`config.mk`:
```
export PLATFORM = sky130hd
export DESIGN_NAME = grover_sched_flat
export DESIGN_NICKNAME = d
export VERILOG_FILES = /design/src/rtl/grover_pkg.sv /design/src/rtl/grover_sched_if.sv /design/src/rtl/grover_argmax_scan.sv /design/src/rtl/grover_sched.sv /design/src/flat_wrapper.sv
export SDC_FILE = /design/constraint.sdc
export NUM_CORES = 1
export LEC_CHECK = 0
export CAP_MARGIN = 20
export CORE_MARGIN = 3
export CORE_UTILIZATION = 35
export CTS_BUF_LIST = sky130_fd_sc_hd__clkbuf_16
export CTS_CLUSTER_DIAMETER = 60
export DETAILED_ROUTE_END_ITERATION = 6
export GPL_TIMING_DRIVEN = 0
export HOLD_SLACK_MARGIN = 0.02
export PLACE_DENSITY_LB_ADDON = 0.25
export SLEW_MARGIN = 20
export SYNTH_ARGS = -nofsm -noshare
export SYNTH_HDL_FRONTEND = slang
export SYNTH_SLANG_ARGS = --single-unit
```
`constraint.sdc`:
```
create_clock -name clk -period 4.11 [get_ports clk]
set_clock_uncertainty 0.05 [all_clocks]
set_input_delay 0.411 -clock clk [delete_from_list [all_inputs] [get_ports clk]]
set_output_delay 0.411 -clock clk [all_outputs]
set_load 0.02 [all_outputs]
```
`src/rtl/grover_pkg.sv`:
```
`default_nettype none
// ============================================================================
//  Module      : grover_pkg
//  Description : Shared constants, types and FSM state encoding for the
//                grover search sequencing controller.
//  Revision    : 1.0 - initial release
// ============================================================================
package grover_pkg;

  localparam int N_ITEMS = 8;
  localparam int AMP_W   = 8;
  localparam int IDX_W   = 3;

  typedef logic [AMP_W-1:0]   amp_t;
  typedef logic [IDX_W-1:0]   idx_t;
  // Element 0 sits in the low AMP_W bits, matching the core's o7..o0 bus.
  typedef amp_t [N_ITEMS-1:0] amp_vec_t;

  typedef enum logic [1:0] {
    IDLE = 2'd0,
    WAIT = 2'd1,
    SCAN = 2'd2,
    RESP = 2'd3
  } state_t;

endpackage
`default_nettype wire

```
`src/rtl/grover_sched_if.sv`:
```
`default_nettype none
// ============================================================================
//  Module      : grover_sched_if
//  Description : Request and result valid/ready handshakes between the host
//                (master) and the grover sequencing controller (slave).
//  Revision    : 1.0 - initial release
// ============================================================================
interface grover_sched_if;
  import grover_pkg::*;

  logic req_valid;
  logic req_ready;
  idx_t req_target;

  logic res_valid;
  logic res_ready;
  idx_t res_index;
  amp_t res_amp;
  logic res_match;
  logic res_err;

  modport master (
    output req_valid, req_target, res_ready,
    input  req_ready, res_valid, res_index, res_amp, res_match, res_err
  );

  modport slave (
    input  req_valid, req_target, res_ready,
    output req_ready, res_valid, res_index, res_amp, res_match, res_err
  );

endinterface
`default_nettype wire

```
`src/rtl/grover_argmax_scan.sv`:
```
`default_nettype none
// ============================================================================
//  Module      : grover_argmax_scan
//  Description : Serial argmax over the captured amplitude vector, one entry
//                per cycle. Strict greater-than keeps the lowest index on
//                ties. index/amp present the final result in the cycle done
//                is high, so the caller can latch them on done.
//  Revision    : 1.0 - initial release
// ============================================================================
module grover_argmax_scan
  import grover_pkg::*;
(
  input  logic     clk,
  input  logic     rst,
  input  logic     start,
  input  amp_vec_t vec,
  output idx_t     index,
  output amp_t     amp,
  output logic     done
);

  logic r_active;
  idx_t r_cnt;
  idx_t r_best_idx;
  amp_t r_best_amp;

  amp_t w_cur;
  logic w_take;

  assign w_cur  = vec[r_cnt];
  assign w_take = (w_cur > r_best_amp);
  assign index  = w_take ? r_cnt : r_best_idx;
  assign amp    = w_take ? w_cur : r_best_amp;
  assign done   = r_active && (r_cnt == idx_t'(N_ITEMS - 1));

  // Step through the entries, folding each into the running maximum.
  always_ff @(posedge clk or negedge rst) begin
    if (!rst) begin
      r_active   <= 1'b0;
      r_cnt      <= '0;
      r_best_idx <= '0;
      r_best_amp <= '0;
    end else if (start) begin
      r_active   <= 1'b1;
      r_cnt      <= '0;
      r_best_idx <= '0;
      r_best_amp <= '0;
    end else if (r_active) begin
      r_cnt      <= r_cnt + idx_t'(1);
      r_best_idx <= index;
      r_best_amp <= amp;
      if (done) begin
        r_active <= 1'b0;
      end
    end
  end

endmodule
`default_nettype wire

```
`src/rtl/grover_sched.sv`:
```
`default_nettype none
// ============================================================================
//  Module      : grover_sched
//  Description : Sequencing controller for the 8-entry grover search core.
//                Accepts a target, holds core_start until core_done,
//                captures the amplitudes, finds the argmax serially and
//                returns index/amplitude/match over a result handshake.
//                Optional watchdog on core_done: define GROVER_WDOG_EN.
//  Revision    : 1.0 - initial release
// ============================================================================
module grover_sched
  import grover_pkg::*;
#(
  parameter int TIMEOUT_CYC = 64
)
(
  input  logic                     clk,
  input  logic                     rst,
  grover_sched_if.slave            bus,
  output logic                     core_start,
  output idx_t                     core_target,
  input  logic                     core_done,
  input  logic [N_ITEMS*AMP_W-1:0] core_amp,
  output logic                     busy
);

  state_t   r_state;
  state_t   w_state_nxt;

  idx_t     r_core_target;
  amp_vec_t r_amp_cap;
  idx_t     r_res_index;
  amp_t     r_res_amp;
  logic     r_res_match;
  logic     r_res_err;

  logic     w_accept;
  logic     w_scan_start;
  logic     w_res_take;
  logic     w_timeout;

  idx_t     w_scan_idx;
  amp_t     w_scan_amp;
  logic     w_scan_done;

  assign w_accept     = (r_state == IDLE) && bus.req_valid;
  // core_done is only looked at while WAIT is the current state.
  assign w_scan_start = (r_state == WAIT) && core_done;
  assign w_res_take   = (r_state == RESP) && bus.res_ready;

  // Outputs decoded from state so they follow an asynchronous reset at once.
  assign core_start    = (r_state == WAIT);
  assign core_target   = r_core_target;
  assign busy          = (r_state != IDLE);
  assign bus.req_ready = (r_state == IDLE);
  assign bus.res_valid = (r_state == RESP);
  assign bus.res_index = r_res_index;
  assign bus.res_amp   = r_res_amp;
  assign bus.res_match = r_res_match;
  assign bus.res_err   = r_res_err;

`ifdef GROVER_WDOG_EN
  localparam int WD_W = (TIMEOUT_CYC > 1) ? $clog2(TIMEOUT_CYC) : 1;

  logic [WD_W-1:0] r_wd_cnt;

  // A done arriving on the expiry cycle takes priority over the timeout.
  assign w_timeout = (r_state == WAIT) && !core_done &&
                     (r_wd_cnt == WD_W'(TIMEOUT_CYC - 1));

  // Count cycles spent in WAIT; held at zero outside it so WAIT starts fresh.
  always_ff @(posedge clk or negedge rst) begin
    if (!rst) begin
      r_wd_cnt <= '0;
    end else if (r_state == WAIT) begin
      r_wd_cnt <= r_wd_cnt + WD_W'(1);
    end else begin
      r_wd_cnt <= '0;
    end
  end

  // Error flag is raised by expiry and lives until the result is taken.
  always_ff @(posedge clk or negedge rst) begin
    if (!rst) begin
      r_res_err <= 1'b0;
    end else if (w_timeout) begin
      r_res_err <= 1'b1;
    end else if (w_res_take) begin
      r_res_err <= 1'b0;
    end
  end
`else
  assign w_timeout = 1'b0;
  assign r_res_err = 1'b0;
`endif

  // State register.
  always_ff @(posedge clk or negedge rst) begin
    if (!rst) begin
      r_state <= IDLE;
    end else begin
      r_state <= w_state_nxt;
    end
  end

  // Next-state decode.
  always_comb begin
    w_state_nxt = r_state;
    case (r_state)
      IDLE: if (bus.req_valid) w_state_nxt = WAIT;
      WAIT: begin
        if (core_done) begin
          w_state_nxt = SCAN;
        end else if (w_timeout) begin
          w_state_nxt = RESP;
        end
      end
      SCAN: if (w_scan_done) w_state_nxt = RESP;
      RESP: if (bus.res_ready) w_state_nxt = IDLE;
      default: w_state_nxt = IDLE;
    endcase
  end

  // Latch the target on accept and the amplitude vector on core_done.
  always_ff @(posedge clk or negedge rst) begin
    if (!rst) begin
      r_core_target <= '0;
      r_amp_cap     <= '0;
    end else begin
      if (w_accept) begin
        r_core_target <= bus.req_target;
      end
      if (w_scan_start) begin
        r_amp_cap <= amp_vec_t'(core_amp);
      end
    end
  end

  // Result registers: loaded from the scanner's final step, or zeroed on expiry.
  always_ff @(posedge clk or negedge rst) begin
    if (!rst) begin
      r_res_index <= '0;
      r_res_amp   <= '0;
      r_res_match <= 1'b0;
    end else if (w_timeout) begin
      r_res_index <= '0;
      r_res_amp   <= '0;
      r_res_match <= 1'b0;
    end else if ((r_state == SCAN) && w_scan_done) begin
      r_res_index <= w_scan_idx;
      r_res_amp   <= w_scan_amp;
      r_res_match <= (w_scan_idx == r_core_target);
    end
  end

  grover_argmax_scan u_scan (
    .clk   (clk),
    .rst   (rst),
    .start (w_scan_start),
    .vec   (r_amp_cap),
    .index (w_scan_idx),
    .amp   (w_scan_amp),
    .done  (w_scan_done)
  );

endmodule
`default_nettype wire

```
`src/flat_wrapper.sv`:
```
// flat-port wrapper written by rule: the top's interface ports become plain ports
module grover_sched_flat import grover_pkg::*;
#(
  parameter int TIMEOUT_CYC = 64
)
  (clk, rst, core_start, core_target, core_done, core_amp, busy, bus_req_valid, bus_req_target, bus_res_ready, bus_req_ready, bus_res_valid, bus_res_index, bus_res_amp, bus_res_match, bus_res_err);
  grover_sched_if bus_i ();
  input  logic clk;
  input  logic rst;
  output logic core_start;
  output idx_t core_target;
  input  logic core_done;
  input  logic [N_ITEMS*AMP_W-1:0] core_amp;
  output logic busy;
  input wire logic [$bits(bus_i.req_valid)-1:0] bus_req_valid;
  input wire logic [$bits(bus_i.req_target)-1:0] bus_req_target;
  input wire logic [$bits(bus_i.res_ready)-1:0] bus_res_ready;
  output wire logic [$bits(bus_i.req_ready)-1:0] bus_req_ready;
  output wire logic [$bits(bus_i.res_valid)-1:0] bus_res_valid;
  output wire logic [$bits(bus_i.res_index)-1:0] bus_res_index;
  output wire logic [$bits(bus_i.res_amp)-1:0] bus_res_amp;
  output wire logic [$bits(bus_i.res_match)-1:0] bus_res_match;
  output wire logic [$bits(bus_i.res_err)-1:0] bus_res_err;
  assign bus_i.req_valid = bus_req_valid;
  assign bus_i.req_target = bus_req_target;
  assign bus_i.res_ready = bus_res_ready;
  assign bus_req_ready = bus_i.req_ready;
  assign bus_res_valid = bus_i.res_valid;
  assign bus_res_index = bus_i.res_index;
  assign bus_res_amp = bus_i.res_amp;
  assign bus_res_match = bus_i.res_match;
  assign bus_res_err = bus_i.res_err;
  grover_sched #(.TIMEOUT_CYC(TIMEOUT_CYC)) u_core (.clk(clk), .rst(rst), .bus(bus_i), .core_start(core_start), .core_target(core_target), .core_done(core_done), .core_amp(core_amp), .busy(busy));
endmodule
```
==> results.cfg <==
[final_layout]
layout.cells.non_filler = 647
final_layout_size_suffix_gt1_share_pct = 26.3
regArea_um2 = 2400
postLayoutCellArea_um2 = 6310
final_nets = 552
layout-area-overhead-vs-synth_pct = 30.6
footprint_of_the_multi_input_gates_um2 = 2250
num_antenna_cells = 0
final.fill_count = 1253

[critical_path]
critPathSlowestCell = sky130_fd_sc_hd__mux4_1
critical_path_required_ns = 4.27
path_max_fanout = 10
crit_buf_inv = 3
crit_type = flop to flop
cpLargestDelayFamily = simple AND/OR/NAND/NOR gates
timing.critical_path.slowest_cell_delay_ns = 0.40
crit-reg2reg-capture = u_core.bus.res_amp[0]
critical_path.startpoint_type = flop
crit-reg2reg-launch = u_core.u_scan.r_cnt[1]
ff2ff_setup_slack_ns = 0.47
path_common_cell = sky130_fd_sc_hd__buf_2
worst_ep_arrival_time_ns = 3.80
crit_path_end_kind = flop
number_of_cells_on_the_worst_reg_to_reg_path = 12
worstPathCellList = buf_2 -> buf_2 -> mux4_1 -> mux2_2 -> ha_1 -> nand4_1 -> or2_2 -> buf_2 -> nand2_1 -> nand2_1 -> o21ai_0 -> o21ai_1

[clock_tree]
cts_tree = done
cts-buffers-inserted = 9
clock-sinks = 96
clockBufferDepth = 2
cts.clk_slew.worst_paths_ns = 0.06
insertion_delay_ns = 0.34
h-tree-depth = 3
cts_setup_buffers = 0
ctsRootBufferMaster = sky130_fd_sc_hd__clkbuf_16

[worst_hold_path]
worstHoldPathCells = 2
min_from = u_core.bus.res_amp[1]
hold_path_class = flop to flop
worst_hold_path.endpoint = u_core.bus.res_amp[1]

[detailed_routing]
route.detailed.vias_per_inst = 4.98
drt_pre_antenna_iters = 4
drtAntennaViolNets = 0
remaining_drc_errors = 0
detail_route.wirelength_mm = 10.9
route.detailed.wl_per_inst_um = 16.8
first_iter_violations = 106
detailroute.via_count = 3223

[power]
power_density_nw_per_um2 = 948
power.leakage_nw = 2.68
share_of_total_power_in_combinational_logic_pct = 56.9
fin_total_pwr_mw = 5.98
p_clk_share_pct = 14.9
seq_power_share_pct = 28.2
switching_share_of_power_pct = 39.5
vdd_ir_drop_max_mv = 0.423
internal_power_mw = 3.61
netSwitchingPower_mw = 2.36

[global_routing]
grtUsageTotal_pct = 14.9
first_pass_grt_wire_length_mm = 17.5
initial_antenna_violation_count = 0
largest_net_degree_at_the_start_of_global_routing = 73
number_of_global_route_vias_before_repair = 3464
overflow = 0

[logic_synthesis]
synth.cell_area_um2 = 4830
number_of_enable_flip_flop_cells_after_synthesis = 0
synth_nets = 449
synth.area.top_cells = sky130_fd_sc_hd__dfrtp_1 (50%), sky130_fd_sc_hd__mux2_2 (17%), sky130_fd_sc_hd__mux4_1 (8.2%), sky130_fd_sc_hd__ha_1 (3.6%), sky130_fd_sc_hd__o211ai_2 (2.8%)
synthesis.instances = 363
synth_top_area_share_pct = 49.7
synth-main-ff-cell = sky130_fd_sc_hd__dfrtp_1
synth-seq-cells = 96
ys_warn_count = 0
seq_area_frac_synth_pct = 49.7
synthDistinctLibCells = 44
syn-mean-instance-area_um2 = 13.3
ys_async_sr_fraction_pct = 100
yosys.area.top_type = sky130_fd_sc_hd__dfrtp_1

[sta]
timing.final.setup_violations = 0
timing.slew.headroom_pct = 55.1
share_of_the_clock_period_used_by_the_worst_path_after_layout_pct = 88.5
post-route-min-period_ns = 3.64
worst-slew-pin-transition_ns = 0.673
finalMaxSlewViolations = 0
clock.fmax_ghz = 0.275
hold_violations = 0
final_setup_tns_ns = 0
unrepaired_setup_endpoints_after_global_routing = no

[placed_design]
placement.io_buffers = 90
place_hpwl_mm = 8.22
gp_routability_congestion = 0.835
post_dp_cell_area_um2 = 5980
placedCellCount = 630

[die]
count_of_boundary_i_o_pins = 92
dieWidth_um = 123
design.core.area_um2 = 13300
initial_utilization_pct = 36.2
die_area_um2 = 15200
die-height_um = 123
number_of_standard_cell_rows_in_the_floorplan = 42

[job]
max-cap-violations = 0

[outcome]
status = completed
## how the worst max path moves through the flow
stage                      startpoint                           to  slack (ns)  cells past startpoint
5_1_grt        u_core.u_scan.r_cnt[1]        u_core.bus.res_amp[0]        0.20                     12
2_1_floorplan  u_core.u_scan.r_cnt[0]  u_core.u_scan.r_best_amp[3]        1.15                     11
4_1_cts        u_core.u_scan.r_cnt[1]        u_core.bus.res_amp[0]        0.41                     12
3_3_place_gp                      rst          u_core.r_amp_cap[6]       -0.99                      1
3_5_place_dp   u_core.u_scan.r_cnt[1]        u_core.bus.res_amp[0]        0.43                     12
6_report       u_core.u_scan.r_cnt[1]        u_core.bus.res_amp[0]        0.47                     12
## power by group through the flow
stage	logic [mW]	registers (mW)	clock network (mW)
floorplan	2.50	1.70	0
global placement	3.35	1.69	0
detailed placement	3.42	1.71	0
CTS	3.44	1.69	0.919
global route	3.72	1.75	0.952
finish	3.40	1.68	0.894
## worst min-delay path, cell delays in order, from the launching register on
cell and delay, ns:
sky130_fd_sc_hd__dfrtp_1 0.34, sky130_fd_sc_hd__nand2_1 0.05, sky130_fd_sc_hd__o21ai_1 0.06
## synthesized netlist by cell type, types with 2 or more instances
| cell | count |
|---|---|
| sky130_fd_sc_hd__xor2_1 | 2 |
| sky130_fd_sc_hd__ha_1 | 14 |
| sky130_fd_sc_hd__nand2_1 | 28 |
| sky130_fd_sc_hd__mux2_2 | 73 |
| sky130_fd_sc_hd__dfrtp_1 | 96 |
| sky130_fd_sc_hd__a21oi_1 | 5 |
| sky130_fd_sc_hd__a21o_1 | 2 |
| sky130_fd_sc_hd__buf_1 | 2 |
| sky130_fd_sc_hd__nor2_1 | 8 |
| sky130_fd_sc_hd__inv_1 | 15 |
| sky130_fd_sc_hd__buf_4 | 2 |
| sky130_fd_sc_hd__a21oi_2 | 7 |
| sky130_fd_sc_hd__o21ai_1 | 16 |
| sky130_fd_sc_hd__nand3_1 | 10 |
| sky130_fd_sc_hd__o21ai_0 | 6 |
| sky130_fd_sc_hd__buf_6 | 3 |
| sky130_fd_sc_hd__o211ai_2 | 11 |
| sky130_fd_sc_hd__mux4_1 | 15 |
| sky130_fd_sc_hd__mux2i_1 | 7 |
| sky130_fd_sc_hd__nand4_1 | 2 |
| sky130_fd_sc_hd__buf_2 | 4 |
| sky130_fd_sc_hd__o21ai_4 | 2 |
| sky130_fd_sc_hd__clkbuf_1 | 10 |
| sky130_fd_sc_hd__o22ai_1 | 2 |
| sky130_fd_sc_hd__o211ai_1 | 2 |
## routing by layer
metal	up-vias	share of wire, %	GRT usage [%]
li1	1539	-	-
met1	1591	45	19.2
met2	81	49	25.1
met3	12	5.0	3.34
met4	0	1.4	4.50
met5	-	0	0
## layout by cell type, fill, tap and decap left out, types with 2 or more instances in the layout
| cell | synthesis | routed |
|---|---|---|
| sky130_fd_sc_hd__dfrtp_1 | 96 | 96 |
| sky130_fd_sc_hd__clkdlybuf4s50_1 | 0 | 89 |
| sky130_fd_sc_hd__mux2_2 | 73 | 73 |
| sky130_fd_sc_hd__nand2_1 | 28 | 28 |
| sky130_fd_sc_hd__o21ai_1 | 16 | 16 |
| sky130_fd_sc_hd__inv_1 | 15 | 15 |
| sky130_fd_sc_hd__mux4_1 | 15 | 15 |
| sky130_fd_sc_hd__ha_1 | 14 | 14 |
| sky130_fd_sc_hd__o211ai_2 | 11 | 11 |
| sky130_fd_sc_hd__clkbuf_1 | 10 | 10 |
| sky130_fd_sc_hd__nand3_1 | 10 | 10 |
| sky130_fd_sc_hd__clkbuf_16 | 0 | 9 |
| sky130_fd_sc_hd__nor2_1 | 8 | 8 |
| sky130_fd_sc_hd__mux2i_1 | 7 | 7 |
| sky130_fd_sc_hd__a21oi_2 | 7 | 7 |
| sky130_fd_sc_hd__o21ai_0 | 6 | 6 |
| sky130_fd_sc_hd__a21oi_1 | 5 | 5 |
| sky130_fd_sc_hd__buf_6 | 3 | 4 |
| sky130_fd_sc_hd__buf_2 | 4 | 4 |
| sky130_fd_sc_hd__buf_1 | 2 | 2 |
| sky130_fd_sc_hd__clkinv_1 | 1 | 2 |
| sky130_fd_sc_hd__o22ai_1 | 2 | 2 |
| sky130_fd_sc_hd__o21ai_4 | 2 | 2 |
| sky130_fd_sc_hd__a21o_1 | 2 | 2 |
| sky130_fd_sc_hd__nand4_1 | 2 | 2 |
| sky130_fd_sc_hd__o211ai_1 | 2 | 2 |
| sky130_fd_sc_hd__buf_4 | 2 | 2 |
| sky130_fd_sc_hd__xor2_1 | 2 | 2 |
| sky130_fd_sc_hd__bufinv_16 | 0 | 2 |
| sky130_fd_sc_hd__inv_6 | 0 | 2 |
## what timing repair did
action | CTS | global route
resized for setup | 0 | 0
hold endpoints to repair | 24 | 0
setup endpoints to repair | 0 | 0
hold buffers | 1 | 0
## metrics by stage
step / hold WS (ns) / setup WS [ns] / utilization [%]
3_5_place_dp: 0.239 / 0.430 / 44.8
5_1_grt: 0.460 / 0.201 / 47.3
4_1_cts: 0.443 / 0.413 / 47.3
2_1_floorplan: 0.0654 / 1.15 / -
3_3_place_gp: 0.422 / -0.989 / 44.6
6_report: 0.433 / 0.474 / 47.3
## area by class of cell
| cell class | instances | area share, % |
|---|---|---|
| sequential | 96 | 38.1 |
| inverter | 16 | 0.952 |
| multi-input combinational | 230 | 35.7 |
| tap | 176 | 3.49 |
| timing repair buffer | 92 | 14.9 |
| buffer | 21 | 1.80 |
| clock inverter | 7 | 1.49 |
| clock buffer | 9 | 3.57 |
## kinds of logic after synthesis
logic type      after synthesis  synth area share (%)
flops                        96                  49.7
fa+ha+maj                    14                  3.63
simple gates                 54                  4.84
buf+inv                      37                  3.60
compound gates               60                  9.87
other cells                   1                0.0776
mux                          98                  27.7
xor+xnor                      3                 0.544
## registers in the layout, indices dropped and copies added, names as in the netlist
name / flops
u_core.u_scan.r_best_idx: 3
u_core.u_scan.r_active: 1
u_core.r_state: 2
u_core.bus.res_index: 3
u_core.bus.res_amp: 8
u_core.u_scan.r_best_amp: 8
u_core.r_amp_cap: 64
u_core.core_target: 3
u_core.bus.res_match: 1
u_core.u_scan.r_cnt: 3
No activity file was read; power rests on OpenSTA's default activity.
==> RTL edit, RTL diff (config.mk and constraints unchanged) <==
Build with the macro `GROVER_WDOG_EN` defined.
--- a/src/rtl/grover_sched.sv
+++ b/src/rtl/grover_sched.sv
@@ -8,6 +8,8 @@
 //                Optional watchdog on core_done: define GROVER_WDOG_EN.
 //  Revision    : 1.0 - initial release
 // ============================================================================
+`define GROVER_WDOG_EN
+
 module grover_sched
   import grover_pkg::*;
 #(
Behaviour: no difference found for any inputs over 10 cycles, from zero or initial values and one cycle with rst low; that may be too few to reach the edited logic, so the function may still have changed.
==> RTL edit against the unedited design <==
Sequential cell count rose by 7. Cell area rose by 1.1%. Critical path type unchanged. Hold slack got worse by 0.018 ns. Power fell by 13%. Core utilization barely moved. Sequential power barely moved. Sequential share of layout area rose by 2.3 points. Non-clock buffer count rose by 5. Area after synthesis rose by 1.7%. Routed wire length rose by 12%. Setup slack improved by 0.032 ns.
==> RTL edit: results (changes against the unedited design) <==
[drt]
routed_vias = 3771  ; was 3223
first_iteration_detailed_routing_drc_count = 190  ; was 106
drt_wl_total_mm = 12.1  ; was 10.9 mm
detail_route.first_pass.iterations = 4  ; unchanged

[min_path]
hp-start = u_core.r_wd_cnt[0]$_DFF_PN0_  ; was u_core.bus.res_amp[1]$_DFFE_PN0P_
hold_end = u_core.r_wd_cnt[0]$_DFF_PN0_  ; was u_core.bus.res_amp[1]$_DFFE_PN0P_
worst_hold_path.num_cells = 1  ; was 2

[setup_path]
worst_path_largest_cell_delay_ns = 0.36  ; was 0.40 ns
regToRegSetupSlack_ns = 0.51  ; was 0.47 ns
critPathCapture = u_core.bus.res_match$_DFFE_PN0P_  ; was u_core.bus.res_amp[0]$_DFFE_PN0P_
critical_path.slowest_cell = sky130_fd_sc_hd__dfrtp_1  ; was sky130_fd_sc_hd__mux4_1
critical_path.startpoint = u_core.u_scan.r_cnt[1]$_DFFE_PN0P_  ; unchanged
reg2regPathDepth = 12  ; unchanged

[final_layout]
max_ffs_per_register = 64  ; unchanged
fraction_of_final_layout_cells_with_drive_strength_greater_than_1 = 0.0686  ; was 0.263
final_nets = 681  ; was 552
fillCellCount = 1268  ; was 1253
instances_no_fill = 774  ; was 647

[synth]
mappedNetlistNets = 577  ; was 449
synth-seq-area-share = 0.525  ; was 0.497
synth_cells = 490  ; was 363
synth_area_leaders = sky130_fd_sc_hd__dfrtp_1, sky130_fd_sc_hd__nand2_1, sky130_fd_sc_hd__mux4_1  ; was sky130_fd_sc_hd__dfrtp_1, sky130_fd_sc_hd__mux2_2, sky130_fd_sc_hd__mux4_1
post_synth_most_frequent_cells = sky130_fd_sc_hd__nand2_1, sky130_fd_sc_hd__dfrtp_1, sky130_fd_sc_hd__clkbuf_1, sky130_fd_sc_hd__mux2i_1, sky130_fd_sc_hd__o21ai_0  ; was sky130_fd_sc_hd__dfrtp_1, sky130_fd_sc_hd__mux2_2, sky130_fd_sc_hd__nand2_1
synth.lib_cells_used.distinct = 36  ; was 44

[outcome]
run_status = completed  ; unchanged

[timing]
timing.final.setup_violations = 0  ; unchanged
worst_slew_margin_rel = 0.534  ; was 0.551

[placed_design]
finalWeightedCongestion = 0.780  ; was 0.835
numPlacedInstances = 758  ; was 630
portBuffers = 91  ; was 90
dp_hpwl_mm = 8.80  ; was 8.22 mm

[global_route]
first_global_vias = 3941  ; was 3464
grt_pass1_wl_mm = 20.0  ; was 17.5 mm
grt_start_max_net_pins = 58  ; was 73
grt_use_total = 0.160  ; was 0.149

[floorplan]
floorplan.initialDensity = 0.364  ; was 0.362

[power_and_ir_drop]
vdd.ir_drop.worst_mv = 0.515  ; was 0.423 mV
p_int_w = 0.00316  ; was 0.00361 W

-- RTL edit: worst max-delay path: cells and delay by family, from the launching register on --
| kind | cells | cell delay (ns) |
|---|---|---|
| buf+inv | 3 | 0.92 |
| compound gates | 4 | 0.73 |
| mux | 3 | 1.01 |
| fa+ha+maj | 1 | 0.32 |
| xor+xnor | 1 | 0.12 |
| flops | 1 | 0.36 |
-- RTL edit: through the flow --
step	area, sq um	TNS [ns]	worst slack [ns]	power, W	hold slack, ns
finish	6380	0	0.506	0.00517	0.415
global route	6380	0	0.239	0.00559	0.442
CTS	6380	0	0.200	0.00524	0.419
detailed placement	6070	0	0.222	0.00436	0.332
global placement	6040	-136.83	-1.33	0.00426	0.399
floorplan	4910	0	0.953	0.00354	0.0654
-- RTL edit: kinds of logic (layout without fill, tap and decap cells) --
logic type / after synthesis / count (layout) / synth area share
xor+xnor: 7 / 7 / 0.0125
compound gates: 34 / 34 / 0.0420
buf+inv: 38 / 146 / 0.0349
simple gates: 246 / 246 / 0.200
mux: 47 / 47 / 0.148
flops: 103 / 103 / 0.525
fa+ha+maj: 15 / 15 / 0.0382
-- RTL edit: timing repair --
action | CTS | global route
endpoints found under the hold margin | 46 | 0
gates resized for setup | 0 | 2
buffers inserted | 0 | 0
hold buffers | 1 | 0
endpoints found under the setup margin | 0 | 1
-- RTL edit: layout make-up --
cell class	count	area share
Clock inverter	6	0.0108
Sequential cell	103	0.404
Buffer	25	0.0194
Timing Repair Buffer	93	0.149
Tap cell	176	0.0345
Inverter	13	0.00765
Multi-Input combinational cell	349	0.339
Clock buffer	9	0.0353
-- RTL edit: layer usage --
layer,part of all wire,vias to the layer above,routed length [um],GRT usage
met5,0,-,0,0
met4,0.011,0,130,0.0380
met3,0.046,11,556,0.0322
met2,0.49,95,5900,0.267
met1,0.46,1846,5530,0.215
li1,-,1819,-,-
-- RTL edit: power groups by stage --
stage               sequential (W)  combinational [W]  clock, W
finish                     0.00168            0.00264  0.000859
global route               0.00173            0.00294  0.000921
CTS                        0.00168            0.00268  0.000882
detailed placement         0.00170            0.00266         0
global placement           0.00167            0.00259         0
floorplan                  0.00168            0.00186         0
